$ cat config.mk
export PLATFORM = sky130hd
export DESIGN_NAME = lexicode_search_ctrl
export DESIGN_NICKNAME = d
export VERILOG_FILES = /design/src/rtl/lexicode_search_ctrl.sv
export SDC_FILE = /design/constraint.sdc
export NUM_CORES = 1
export LEC_CHECK = 0
export BUFFER_PORTS_ARGS = -buffer_cell sky130_fd_sc_hd__buf_2
export CAP_MARGIN = 20
export CORE_ASPECT_RATIO = 1.75
export CORE_MARGIN = 2
export CORE_UTILIZATION = 39
export DETAILED_ROUTE_END_ITERATION = 10
export MAX_ROUTING_LAYER = met4
export PLACE_DENSITY = 0.71
export SLEW_MARGIN = 20
export SYNTH_ARGS = -nofsm -noshare
export SYNTH_HDL_FRONTEND = slang
export SYNTH_SLANG_ARGS = --single-unit
$ cat constraint.sdc
create_clock -name clock -period 2.15 [get_ports clock]
set_clock_uncertainty 0.1 [all_clocks]
set_input_delay 0.3225 -clock clock [delete_from_list [all_inputs] [get_ports clock]]
set_output_delay 0.3225 -clock clock [all_outputs]
set_load 0.005 [all_outputs]
$ cat src/rtl/lexicode_search_ctrl.sv
// Greedy lexicode search sequencer: seeds a candidate bank, emits the lowest survivor,
// and ping-pongs the hamming-distance filter between two banks of the shared candidate RAM.
module lexicode_search_ctrl #(
  parameter int         N          = 5,
  parameter int         START_HOLD = 4,
  parameter logic [7:0] BANK1_BASE = 8'h80
) (
  input  logic       clock,
  input  logic       reset_n,
  input  logic       start,
  input  logic [3:0] min_dist,
  input  logic [7:0] max_codes,
  output logic       busy,
  output logic       done,
  output logic       err,
  output logic [7:0] code_count,
  output logic [7:0] code_out,
  output logic       code_valid,
  output logic [7:0] ram_addr,
  output logic [7:0] ram_data,
  output logic       ram_wren,
  input  logic [7:0] ram_q,
  output logic       filt_start,
  input  logic       filt_complete,
  output logic [7:0] filt_code,
  output logic [7:0] filt_src_base,
  output logic [7:0] filt_dst_base,
  output logic [7:0] filt_len,
  output logic [3:0] filt_min_dist,
  input  logic [7:0] filt_next_len,
  input  logic [7:0] filt_addr,
  input  logic [7:0] filt_data,
  input  logic       filt_wren
);

  typedef enum logic [3:0] {
    S_IDLE, S_INIT, S_CHECK, S_RD0, S_RD1, S_RD2,
    S_EMIT, S_FSTART, S_FWAIT, S_SWAP, S_DONE
  } state_t;

  localparam logic [7:0] WORDS = 8'(1 << N);
  localparam logic [7:0] HOLD  = 8'(START_HOLD);

  function automatic logic [7:0] bank_base(input logic sel);
    return sel ? BANK1_BASE : 8'h00;
  endfunction

  state_t     state;
  logic [7:0] idx;
  logic [7:0] len;
  logic       cur;
  logic [7:0] hold_cnt;
  logic [3:0] min_dist_q;
  logic [7:0] max_codes_q;
  logic [7:0] ram_addr_q;
  logic [7:0] ram_data_q;
  logic       ram_wren_q;
  logic       filt_owns;

  // The filter owns the RAM port while it is being started and while it runs
  assign filt_owns = (state == S_FSTART) || (state == S_FWAIT);
  assign ram_addr  = filt_owns ? filt_addr : ram_addr_q;
  assign ram_data  = filt_owns ? filt_data : ram_data_q;
  assign ram_wren  = filt_owns ? filt_wren : ram_wren_q;

  always_ff @(posedge clock) begin
    if (!reset_n) begin
      state         <= S_IDLE;
      idx           <= '0;
      len           <= '0;
      cur           <= 1'b0;
      hold_cnt      <= '0;
      min_dist_q    <= '0;
      max_codes_q   <= '0;
      ram_addr_q    <= '0;
      ram_data_q    <= '0;
      ram_wren_q    <= 1'b0;
      busy          <= 1'b0;
      done          <= 1'b0;
      err           <= 1'b0;
      code_count    <= '0;
      code_out      <= '0;
      code_valid    <= 1'b0;
      filt_start    <= 1'b0;
      filt_code     <= '0;
      filt_src_base <= '0;
      filt_dst_base <= '0;
      filt_len      <= '0;
      filt_min_dist <= '0;
    end else begin
      done       <= 1'b0;
      code_valid <= 1'b0;
      case (state)
        S_IDLE: begin
          if (start) begin
            min_dist_q  <= min_dist;
            max_codes_q <= max_codes;
            code_count  <= '0;
            err         <= 1'b0;
            if (min_dist == 4'd0) begin
              err   <= 1'b1;
              done  <= 1'b1;
              busy  <= 1'b0;
              state <= S_DONE;
            end else begin
              // Word 0 is presented on the accepting edge so the first write lands next cycle
              busy       <= 1'b1;
              cur        <= 1'b0;
              idx        <= 8'd1;
              ram_addr_q <= 8'd0;
              ram_data_q <= 8'd0;
              ram_wren_q <= 1'b1;
              state      <= S_INIT;
            end
          end
        end
        S_INIT: begin
          if (idx == WORDS) begin
            ram_wren_q <= 1'b0;
            len        <= WORDS;
            state      <= S_CHECK;
          end else begin
            ram_addr_q <= idx;
            ram_data_q <= idx;
            idx        <= idx + 8'd1;
          end
        end
        S_CHECK: begin
          if (len == 8'd0) begin
            done  <= 1'b1;
            busy  <= 1'b0;
            state <= S_DONE;
          end else begin
            ram_addr_q <= bank_base(cur);
            state      <= S_RD0;
          end
        end
        S_RD0: state <= S_RD1;
        S_RD1: state <= S_RD2;
        S_RD2: begin
          code_out   <= ram_q;
          code_valid <= 1'b1;
          code_count <= code_count + 8'd1;
          state      <= S_EMIT;
        end
        S_EMIT: begin
          if (max_codes_q != 8'd0 && code_count == max_codes_q) begin
            done  <= 1'b1;
            busy  <= 1'b0;
            state <= S_DONE;
          end else begin
            filt_code     <= code_out;
            filt_src_base <= bank_base(cur);
            filt_dst_base <= bank_base(~cur);
            filt_len      <= len;
            filt_min_dist <= min_dist_q;
            filt_start    <= 1'b1;
            hold_cnt      <= 8'd1;
            state         <= S_FSTART;
          end
        end
        S_FSTART: begin
          if (hold_cnt >= HOLD) begin
            filt_start <= 1'b0;
            state      <= S_FWAIT;
          end else begin
            hold_cnt <= hold_cnt + 8'd1;
          end
        end
        S_FWAIT: begin
          if (filt_complete) begin
            len   <= filt_next_len;
            state <= S_SWAP;
          end
        end
        S_SWAP: begin
          cur   <= ~cur;
          state <= S_CHECK;
        end
        S_DONE:  state <= S_IDLE;
        default: state <= S_IDLE;
      endcase
    end
  end

endmodule

==> flow_metrics.py <==
metrics = {
    "timing": {
        "period_share_pct": 110,
        "worst_pin_slew_ns": 0.555,
        "hold_viol_final": 0,
        "final.min_clock_period_ns": 2.36,
        "finalSetupViolations": 18,
        "slew_viol_final": 0,
        "grt_setup_unrepaired": "true",
        "max_freq_ghz": 0.424,
        "max_slew_margin_pct": 62.9,
        "layout_setup_ws_ns": -0.206,
    },
    "global_routing": {
        "grt.total_usage_pct": 19.8,
        "grt_pass1_vias": 4237,
        "grt_max_degree": 49,
        "grt_pass1_wl_um": 19700,
        "antenna_found_initial": 0,
        "gr-total-overflow": 0,
    },
    "place": {
        "post-place-ws_ns": -0.0601,
        "portBuffers": 108,
        "gp_congestion": 0.893,
        "place_hpwl_um": 8850,
    },
    "clocking": {
        "hold_buffers": 0,
        "cts_root_buf": "clkbuf_16",
        "cts.path.max_buffers": 2,
        "ctsHtreeMaxLevel": 3,
        "clkLatencyLatePin_ns": 0.35,
        "cts_buffers": 9,
        "clock-sinks": 101,
        "cts_tree": "yes",
        "path_clk_slew_ns": 0.07,
    },
    "final_layout": {
        "mostFrequentLayoutCells": "dfxtp_1, buf_2, nand2_1",
        "drive_gt1_share_pct": 32.5,
        "syn_to_final_growth_pct": 33.0,
        "layout_commonest_cell": "dfxtp_1",
        "insertedDiodeCount": 0,
        "utilization_pct": 52.4,
        "final_nets": 725,
        "fill_cells": 1084,
    },
    "critical_path": {
        "worstSetupPathType": "flip-flop to output pin",
        "cp_slowest_stage_delay_ns": 0.66,
        "slowest_stage": "or4b_4",
        "worstPathMaxFanout": 5,
        "path_buf_inv": 1,
        "cp-start-kind": "flip-flop",
        "crit_family": "simple AND/OR/NAND/NOR gates",
        "cp_data_arrival_time_ns": 1.93,
        "worstSetupEndpointType": "output pin",
        "r2r_slack_ns": -0.04,
        "cp.required_ns": 1.73,
        "worstPathCellList": "or4b_4 > nand2_8 > mux2_4 > buf_6",
    },
    "route": {
        "drtIter0Drc": 233,
        "postRouteWirelength_um": 12300,
        "vias": 4247,
        "wl_per_cell_um": 15.2,
        "via_per_inst": 5.22,
        "post-route-drc-count": 0,
        "drt_pass1_iterations": 4,
        "ant_nets": 0,
    },
    "power": {
        "p_leak_nw": 2.77,
        "p_per_area_nw_per_um2": 867,
        "vdd_drop_max_mv": 0.508,
    },
    "floorplanning": {
        "start_util_pct": 39.4,
        "die_w_um": 86.8,
        "dieArea_um2": 12900,
        "io_pins": 123,
        "row_count": 53,
        "die_height_um": 149,
        "core_um2": 11900,
    },
    "logic_synthesis": {
        "synth_edf_count": 0,
        "postSynthAreaPerCell_um2": 8.81,
        "synth_area_um2": 4680,
        "synthesis.instances": 531,
        "synthDistinctLibCells": 52,
        "yosysSeqAreaShare_pct": 43.2,
        "ys_warn_count": 0,
        "ys_async_sr_fraction_pct": 0,
        "synth-seq-cells": 101,
        "ys.flop_type": "dfxtp_1",
    },
    "status": {
        "violations": "setup timing",
        "outcome": "finished with violations",
    },
    "flow_run": {
        "drv_cap": 0,
    },
    "min_path": {
        "hold_class": "primary input to flip-flop",
    },
}
## flip-flops by register name, indices dropped and copies added (netlist names), 8 cells and up
name / flops
filt_len: 8
hold_cnt: 8
ram_addr_q: 8
filt_code: 8
code_out: 8
len: 8
idx: 8
ram_data_q: 8
max_codes_q: 8
code_count: 8
## power by group
group | switching, mW | internal [mW] | leakage, nW
registers | 0.0905 | 1.99 | 0.818
logic | 0.936 | 0.792 | 1.81
clock network | 0.746 | 0.835 | 0.138
total | 1.77 | 3.62 | 2.77
## through the flow
stage	cell area, µm²	hold WS [ns]	total power [mW]	TNS [ns]	instances
after floorplan	4750	0.320	3.05	0	544
after detailed placement	5600	0.340	3.62	-0.283	791
final	6220	0.114	5.39	-3.35	813
after CTS	6080	0.101	5.30	-3.58	811
after global routing	6220	0.120	5.70	-4.28	813
after global placement	5600	0.330	3.59	-0.0709	791
## kinds of logic after synthesis
| kind of cell | after synthesis | share of synthesized area (%) |
|---|---|---|
| AND/OR/NAND/NOR | 212 | 22.9 |
| XOR/XNOR | 18 | 3.37 |
| buffers and inverters | 54 | 5.91 |
| flip-flops | 101 | 43.2 |
| AO/OA/AOI/OAI | 102 | 14.6 |
| adder cells (fa/ha/maj) | 5 | 1.34 |
| other | 1 | 0.0801 |
| multiplexers | 38 | 8.58 |
## worst reg2reg max path, delay by kind of cell, from the launching register on
family	cells	cell delay, ns
AND/OR/NAND/NOR	5	1.18
XOR/XNOR	1	0.18
buffers and inverters	2	0.30
flip-flops	1	0.32
## routing by layer
layer	wire length (µm)	up-vias	GRT usage [%]
met5	0	-	-
met4	586	0	12.7
met3	452	44	2.93
met2	6790	127	34.8
met1	4520	1991	20.0
li1	-	2085	-
## final timing paths
path / end / cells past startpoint / start
setup reg to reg: idx[7] / 8 / state[1]
hold reg to reg: hold_cnt[7] / 2 / hold_cnt[7]
hold / removal: code_out[0] / 3 / ram_q[0]
setup / recovery: ram_data[0] / 4 / state[0]
## cells in the mapped netlist (10+ instances only)
library cell | instances | area share, %
a21oi_1 | 17 | 1.8
nor2b_1 | 39 | 5.2
a22oi_1 | 12 | 1.9
buf_4 | 18 | 2.9
clkbuf_1 | 20 | 1.6
nand3_1 | 17 | 1.8
xor2_1 | 11 | 2.1
mux2_2 | 17 | 4.1
mux2i_1 | 21 | 4.5
nand2_1 | 80 | 6.4
nand4_1 | 10 | 1.3
dfxtp_1 | 101 | 43
nor2_1 | 25 | 2.0
o21ai_0 | 25 | 2.7
a21boi_0 | 28 | 4.5
## what timing repair did
item / in CTS / in global routing
pin swaps: 5 / 4
resized for setup: 30 / 29
gates cloned: 2 / 0
setup endpoints to repair: 23 / 47
buffers inserted: 2 / 2
## cell type report
type	count	area [µm²]	share of cell area, %
Multi-Input combinational cell	391	2630	42.3
Sequential cell	101	2030	32.6
Timing Repair Buffer	159	1070	17.1
Clock buffer	10	239	3.84
Tap cell	137	171	2.75
Clock inverter	6	52.6	0.844
Inverter	9	33.8	0.543
Note: power is estimated with default switching activity, not from simulation.
